<file path="config.mk">
export PLATFORM = sky130hd
export DESIGN_NAME = ace_ack_demux
export DESIGN_NICKNAME = d
export VERILOG_FILES = /design/src/rtl/ace_ack_demux.sv
export SDC_FILE = /design/constraint.sdc
export NUM_CORES = 1
export LEC_CHECK = 0
export BUFFER_PORTS_ARGS = -buffer_cell sky130_fd_sc_hd__buf_2
export CAP_MARGIN = 20
export CELL_PAD_IN_SITES_DETAIL_PLACEMENT = 0
export CELL_PAD_IN_SITES_GLOBAL_PLACEMENT = 1
export CORE_MARGIN = 3
export CORE_UTILIZATION = 51
export CTS_CLUSTER_DIAMETER = 30
export CTS_CLUSTER_SIZE = 14
export DETAILED_ROUTE_END_ITERATION = 7
export PLACE_DENSITY_LB_ADDON = 0.1
export SYNTH_ARGS = -nofsm -noshare
export SYNTH_HDL_FRONTEND = slang
export SYNTH_SLANG_ARGS = --single-unit
</file>
<file path="constraint.sdc">
create_clock -name clk_i -period 4.8 [get_ports clk_i]
set_clock_uncertainty 0.05 [all_clocks]
set_input_delay 0.48 -clock clk_i [delete_from_list [all_inputs] [get_ports clk_i]]
set_output_delay 0.48 -clock clk_i [all_outputs]
set_load 0.01 [all_outputs]
</file>
<file path="src/rtl/ace_ack_demux.sv">
// Returns RACK/WACK pulses to the master port that sourced the matching R-last/B beat.
// Each channel keeps an in-order FIFO of port indices; acks retire strictly in response order.

module ace_ack_chan #(
  parameter int unsigned NoMstPorts  = 32'd4,
  parameter int unsigned MaxAcks     = 32'd8,
  parameter bit          RegAck      = 1'b0,
  parameter int unsigned SelectWidth = 2,
  parameter int unsigned CntWidth    = 4
) (
  input  logic                   clk_i,
  input  logic                   rst_ni,
  input  logic                   hs_i,
  input  logic [SelectWidth-1:0] sel_i,
  input  logic                   ack_i,
  output logic [NoMstPorts-1:0]  mst_ack_o,
  output logic                   stall_o,
  output logic [CntWidth-1:0]    pending_o,
  output logic                   err_o
);
  localparam int unsigned PtrWidth = (MaxAcks > 1) ? $clog2(MaxAcks) : 1;

  logic [SelectWidth-1:0] r_mem [MaxAcks];
  logic [PtrWidth-1:0]    r_wr_ptr;
  logic [PtrWidth-1:0]    r_rd_ptr;
  logic [CntWidth-1:0]    r_cnt;

  logic                   w_full;
  logic                   w_empty;
  logic                   w_pop;
  logic                   w_push;
  logic [SelectWidth-1:0] w_sel;
  logic [SelectWidth-1:0] w_head;
  logic [NoMstPorts-1:0]  w_onehot;

  // Single-port configurations store index 0 regardless of what the demux drives.
  if (NoMstPorts > 1) begin : g_sel
    assign w_sel = sel_i;
  end else begin : g_nosel
    assign w_sel = '0;
  end

  assign w_full   = (r_cnt == CntWidth'(MaxAcks));
  assign w_empty  = (r_cnt == '0);
  assign w_pop    = ack_i && !w_empty;
  // A pop in the same cycle frees the slot, so a push onto a full FIFO is accepted.
  assign w_push   = hs_i && (!w_full || w_pop);
  assign w_head   = r_mem[r_rd_ptr];
  assign w_onehot = w_pop ? (NoMstPorts'(1) << w_head) : '0;

  assign err_o     = (hs_i && w_full && !w_pop) || (ack_i && w_empty);
  assign stall_o   = w_full;
  assign pending_o = r_cnt;

  always_ff @(posedge clk_i) begin
    if (w_push) r_mem[r_wr_ptr] <= w_sel;
  end

  always_ff @(posedge clk_i or negedge rst_ni) begin
    if (!rst_ni) begin
      r_wr_ptr <= '0;
      r_rd_ptr <= '0;
      r_cnt    <= '0;
    end else begin
      if (w_push) r_wr_ptr <= (r_wr_ptr == PtrWidth'(MaxAcks - 1)) ? '0 : r_wr_ptr + PtrWidth'(1);
      if (w_pop)  r_rd_ptr <= (r_rd_ptr == PtrWidth'(MaxAcks - 1)) ? '0 : r_rd_ptr + PtrWidth'(1);
      case ({w_push, w_pop})
        2'b10:   r_cnt <= r_cnt + CntWidth'(1);
        2'b01:   r_cnt <= r_cnt - CntWidth'(1);
        default: r_cnt <= r_cnt;
      endcase
    end
  end

  if (RegAck) begin : g_reg_ack
    logic [NoMstPorts-1:0] r_ack;
    always_ff @(posedge clk_i or negedge rst_ni) begin
      if (!rst_ni) r_ack <= '0;
      else         r_ack <= w_onehot;
    end
    assign mst_ack_o = r_ack;
  end else begin : g_comb_ack
    assign mst_ack_o = w_onehot;
  end
endmodule

module ace_ack_demux #(
  parameter int unsigned NoMstPorts  = 32'd4,
  parameter int unsigned MaxAcks     = 32'd8,
  parameter bit          RegAck      = 1'b0,
  parameter int unsigned SelectWidth = (NoMstPorts > 1) ? $clog2(NoMstPorts) : 1,
  parameter int unsigned CntWidth    = $clog2(MaxAcks + 1)
) (
  input  logic                   clk_i,
  input  logic                   rst_ni,
  input  logic                   b_hs_i,
  input  logic [SelectWidth-1:0] b_sel_i,
  input  logic                   r_last_hs_i,
  input  logic [SelectWidth-1:0] r_sel_i,
  input  logic                   slv_wack_i,
  input  logic                   slv_rack_i,
  output logic [NoMstPorts-1:0]  mst_wack_o,
  output logic [NoMstPorts-1:0]  mst_rack_o,
  output logic                   b_stall_o,
  output logic                   r_stall_o,
  output logic [CntWidth-1:0]    w_pending_o,
  output logic [CntWidth-1:0]    r_pending_o,
  output logic                   err_o
);
  logic w_b_err;
  logic w_r_err;
  logic r_err;

  ace_ack_chan #(
    .NoMstPorts(NoMstPorts), .MaxAcks(MaxAcks), .RegAck(RegAck),
    .SelectWidth(SelectWidth), .CntWidth(CntWidth)
  ) i_wr_chan (
    .clk_i(clk_i), .rst_ni(rst_ni), .hs_i(b_hs_i), .sel_i(b_sel_i), .ack_i(slv_wack_i),
    .mst_ack_o(mst_wack_o), .stall_o(b_stall_o), .pending_o(w_pending_o), .err_o(w_b_err)
  );

  ace_ack_chan #(
    .NoMstPorts(NoMstPorts), .MaxAcks(MaxAcks), .RegAck(RegAck),
    .SelectWidth(SelectWidth), .CntWidth(CntWidth)
  ) i_rd_chan (
    .clk_i(clk_i), .rst_ni(rst_ni), .hs_i(r_last_hs_i), .sel_i(r_sel_i), .ack_i(slv_rack_i),
    .mst_ack_o(mst_rack_o), .stall_o(r_stall_o), .pending_o(r_pending_o), .err_o(w_r_err)
  );

  always_ff @(posedge clk_i or negedge rst_ni) begin
    if (!rst_ni) r_err <= 1'b0;
    else         r_err <= r_err | w_b_err | w_r_err;
  end
  assign err_o = r_err;

`ifndef SYNTHESIS
  if (NoMstPorts > 1) begin : g_sel_chk
    a_b_sel: assert property (@(posedge clk_i) disable iff (!rst_ni)
      b_hs_i |-> (32'(b_sel_i) < NoMstPorts));
    a_r_sel: assert property (@(posedge clk_i) disable iff (!rst_ni)
      r_last_hs_i |-> (32'(r_sel_i) < NoMstPorts));
  end
  // While stalled, a handshake is only tolerable if a same-cycle ack frees the slot.
  a_b_stall: assert property (@(posedge clk_i) disable iff (!rst_ni)
    (b_hs_i && b_stall_o) |-> slv_wack_i);
  a_r_stall: assert property (@(posedge clk_i) disable iff (!rst_ni)
    (r_last_hs_i && r_stall_o) |-> slv_rack_i);
`endif
endmodule

</file>
==> results by group <==
Status
  • Outcome: finished clean

Critical path
  • Worst reg-to-reg path cell count: 10
  • WP data arrival: 2.98 ns
  • Crit path required time: 4.93 ns
  • Crit Path Category: flop to flop
  • CP endpoint kind: flop
  • CP Launch Type: flop
  • Critical Path Fanout Max: 7

GRT
  • GR Overflow Total: 0
  • Largest net degree at the start of global routing: 22
  • Global-route wire length before repair: 8.183 mm
  • Number of global-route vias before repair: 1726
  • Number of antenna violations at the first check in global routing: 0
  • Global-route usage over all layers: 0.1701

STA
  • RSZ-0062 raised after global routing: false
  • Period utilization: 0.5938
  • Pins Over Slew Limit: 0
  • Worst Tran Pin Value: 0.5884 ns
  • Achievable frequency: 350.9 MHz
  • Crit path time final: 2.850 ns
  • Slew margin rel.: 0.6047
  • Setup tns final: 0 ns
  • Final hold violations: 0
  • Final setup violation count: 0
  • WHS: 0.09929 ns

Power
  • Maximum VDD drop: 0.2887 mV
  • Power per standard cell area: 597.1 nW/um^2
  • Leakage: 1.248 nW

Clock network
  • Hold_buf cts: 0
  • Root Buffer: clkbuf_8
  • CTS Sinks: 53
  • Num CTS Buffers: 5
  • Clk_lat worst skew: 0.30 ns
  • Resized cells post-CTS: 0
  • TritonCTS clock tree: done
  • H-tree levels: 2
  • Worst-path clk slew: 0.09 ns
  • Clock Path Buffers: 2
  • Setup Fix Bufs, Post-CTS: 0

Floorplanning
  • Die H: 78.49 microns
  • Die area: 6161 sq um
  • Starting density of the core: 0.5457
  • Core box area: 4911 sq um
  • IO Count: 29
  • Row count: 25
  • Die width: 78.49 microns

Logic synthesis
  • Cell count after synthesis: 205
  • Post-synth top area share: 0.3585
  • Synth Warn #: 0
  • Synth unique cells: 41
  • Dominant synthesized flop cell: edfxtp_1
  • Synth Area in Simple Gates: 0.1368
  • Synth area leaders: edfxtp_1, dfrtp_1, mux4_2
  • Area of the mapped netlist: 2680 sq um
  • Largest area contributor in the netlist: edfxtp_1
  • XOR/XNOR share of the synthesized area: 0.01961
  • Synth Area in Compound Gates: 0.06909
  • Post-synth EDFFs: 32
  • Largest family of logic cells by synthesized area: simple AND/OR/NAND/NOR gates
  • Asr flop ratio synth: 0.3962
  • Post-synthesis sequential area ratio: 0.5546
  • Mux cell area share after synthesis: 0.1368
  • Synthesized flop and latch total: 53
  • Post-Synth Adder-Cell Area: 0.06816
  • Syn Nets: 229
  • Syn Area/Cell: 13.07 sq um

Run
  • Number of max-cap violations: 0

Routing
  • First-pass DRT Iterations: 4
  • 1st-iter DRT viols: 104
  • Post-Route WL: 4.691 mm
  • WL/cell: 15.38 microns
  • Number of remaining DRC errors: 0
  • Post-DR vias/cell: 5.430
  • Post-route ant nets: 0
  • Vias: 1656

Final layout
  • Layout cells sized above 1: 0.2773
  • Antenna cells: 0
  • Nets: 261
  • Area growth syn-to-layout: 12.33%

Placement
  • Placer Congestion: 0.8715
  • PortBufs: 28
  • DP Wirelength: 3.541 mm

Worst hold path
  • Worst Hold Class: input pin to asynchronous set/reset pin
## where the power goes
part	total (mW)	switching, mW	leakage [nW]	internal, mW
Sequential	0.785	0.172	0.539	0.612
Combinational	0.704	0.336	0.652	0.368
Clock	0.309	0.139	0.0574	0.170
## cell type report
type / count / area (sq um)
multi-input cells: 142 / 1154
fillers: 414 / 1901
clock buffers: 6 / 82.58
inverters: 7 / 26.28
flip-flops and latches: 53 / 1486
clock inverters: 2 / 37.54
well taps: 67 / 83.83
repair buffers: 28 / 140.1
## layer usage
metal	up-vias	routed length, microns	GRT usage
met5	-	0	0
met1	803	2311	0.2344
met2	28	2204	0.2825
li1	821	-	-
met3	4	132	0.03211
met4	0	42	0.03671
## through the flow
step	std cells	power, mW	setup WS, ns	utilization	cell area (sq um)
floorplan	205	1.299	2.133	-	2680
global placement	297	1.459	2.116	0.5885	2890
detailed placement	297	1.509	1.988	0.5885	2890
CTS	305	1.824	1.961	0.6130	3010
global route	305	1.960	1.773	0.6130	3010
finish	305	1.798	1.950	0.6130	3010
## critical path, cell delays in order (launching register included)
cell and delay (ns):
dfrtp_1 0.46, or3_2 0.50, o21ai_2 0.27, inv_1 0.21
ha_1 0.29, xor2_1 0.19, ha_1 0.18, a21oi_1 0.14
xor2_1 0.20, nor2_1 0.08, xor2_1 0.15
## Yosys cell counts, types with 2 or more instances
| cell | count |
|---|---|
| xnor2_1 | 2 |
| a31oi_1 | 2 |
| mux4_2 | 8 |
| nor2_1 | 18 |
| a21o_1 | 4 |
| xor2_1 | 4 |
| buf_2 | 2 |
| or3_2 | 2 |
| nor3_1 | 14 |
| o21ai_0 | 5 |
| or2_2 | 2 |
| nor2b_1 | 2 |
| mux2i_1 | 7 |
| nor4_1 | 2 |
| ha_1 | 13 |
| o211ai_1 | 2 |
| inv_1 | 7 |
| mux2_2 | 9 |
| o21ai_2 | 2 |
| dfrtp_1 | 21 |
| a21oi_1 | 7 |
| edfxtp_1 | 32 |
| nand2_1 | 12 |
| nand2b_1 | 9 |
## cells in the final DEF, fill, tap and decap left out, drive strengths merged, types with 2 or more instances in the layout
| master | n |
|---|---|
| ha | 13 |
| a31oi | 2 |
| mux2i | 7 |
| nand2 | 12 |
| a21o | 5 |
| edfxtp | 32 |
| or3 | 3 |
| or2 | 2 |
| nand2b | 9 |
| xnor2 | 2 |
| clkbuf | 6 |
| mux2 | 10 |
| xor2 | 4 |
| a21oi | 7 |
| dfrtp | 21 |
| mux4 | 8 |
| o21ai | 8 |
| nor3 | 14 |
| nor4 | 2 |
| inv | 7 |
| nor2 | 18 |
| o211ai | 2 |
| nor2b | 2 |
| and2 | 2 |
| buf | 28 |
## cell families after synthesis
logic type                 after synthesis
and+or+nand+nor                         70
DFF                                     53
AOI/OAI and AO/OA                       27
muxes                                   25
adders and majority gates               14
buffers and inverters                   10
xor gates and xnor gates                 6
## final timing paths
| kind | startpoint | end | slack (ns) |
|---|---|---|---|
| worst max-delay path | i_rd_chan.pending_o[2] | i_rd_chan.pending_o[2] | 1.95 |
| worst min-delay path | rst_ni | i_rd_chan.r_rd_ptr[1] | 0.1 |
| worst max register to register | i_rd_chan.pending_o[2] | i_rd_chan.pending_o[2] | 1.95 |
| worst min register to register | err_o | err_o | 0.45 |
| max in group asynchronous | rst_ni | i_wr_chan.pending_o[0] | 4.25 |
| min in group clk_i | r_sel_i[0] | i_rd_chan.r_mem[1][0] | 0.41 |
## sequential cells by signal, summed over array words and instances, names as in the netlist
name                 count
i_wr_chan.r_mem         16
err_o                    1
i_wr_chan.r_wr_ptr       3
i_wr_chan.r_rd_ptr       3
i_rd_chan.r_mem         16
i_rd_chan.pending_o      4
i_rd_chan.r_wr_ptr       3
i_wr_chan.pending_o      4
i_rd_chan.r_rd_ptr       3
No activity file was read; power rests on OpenSTA's default activity.
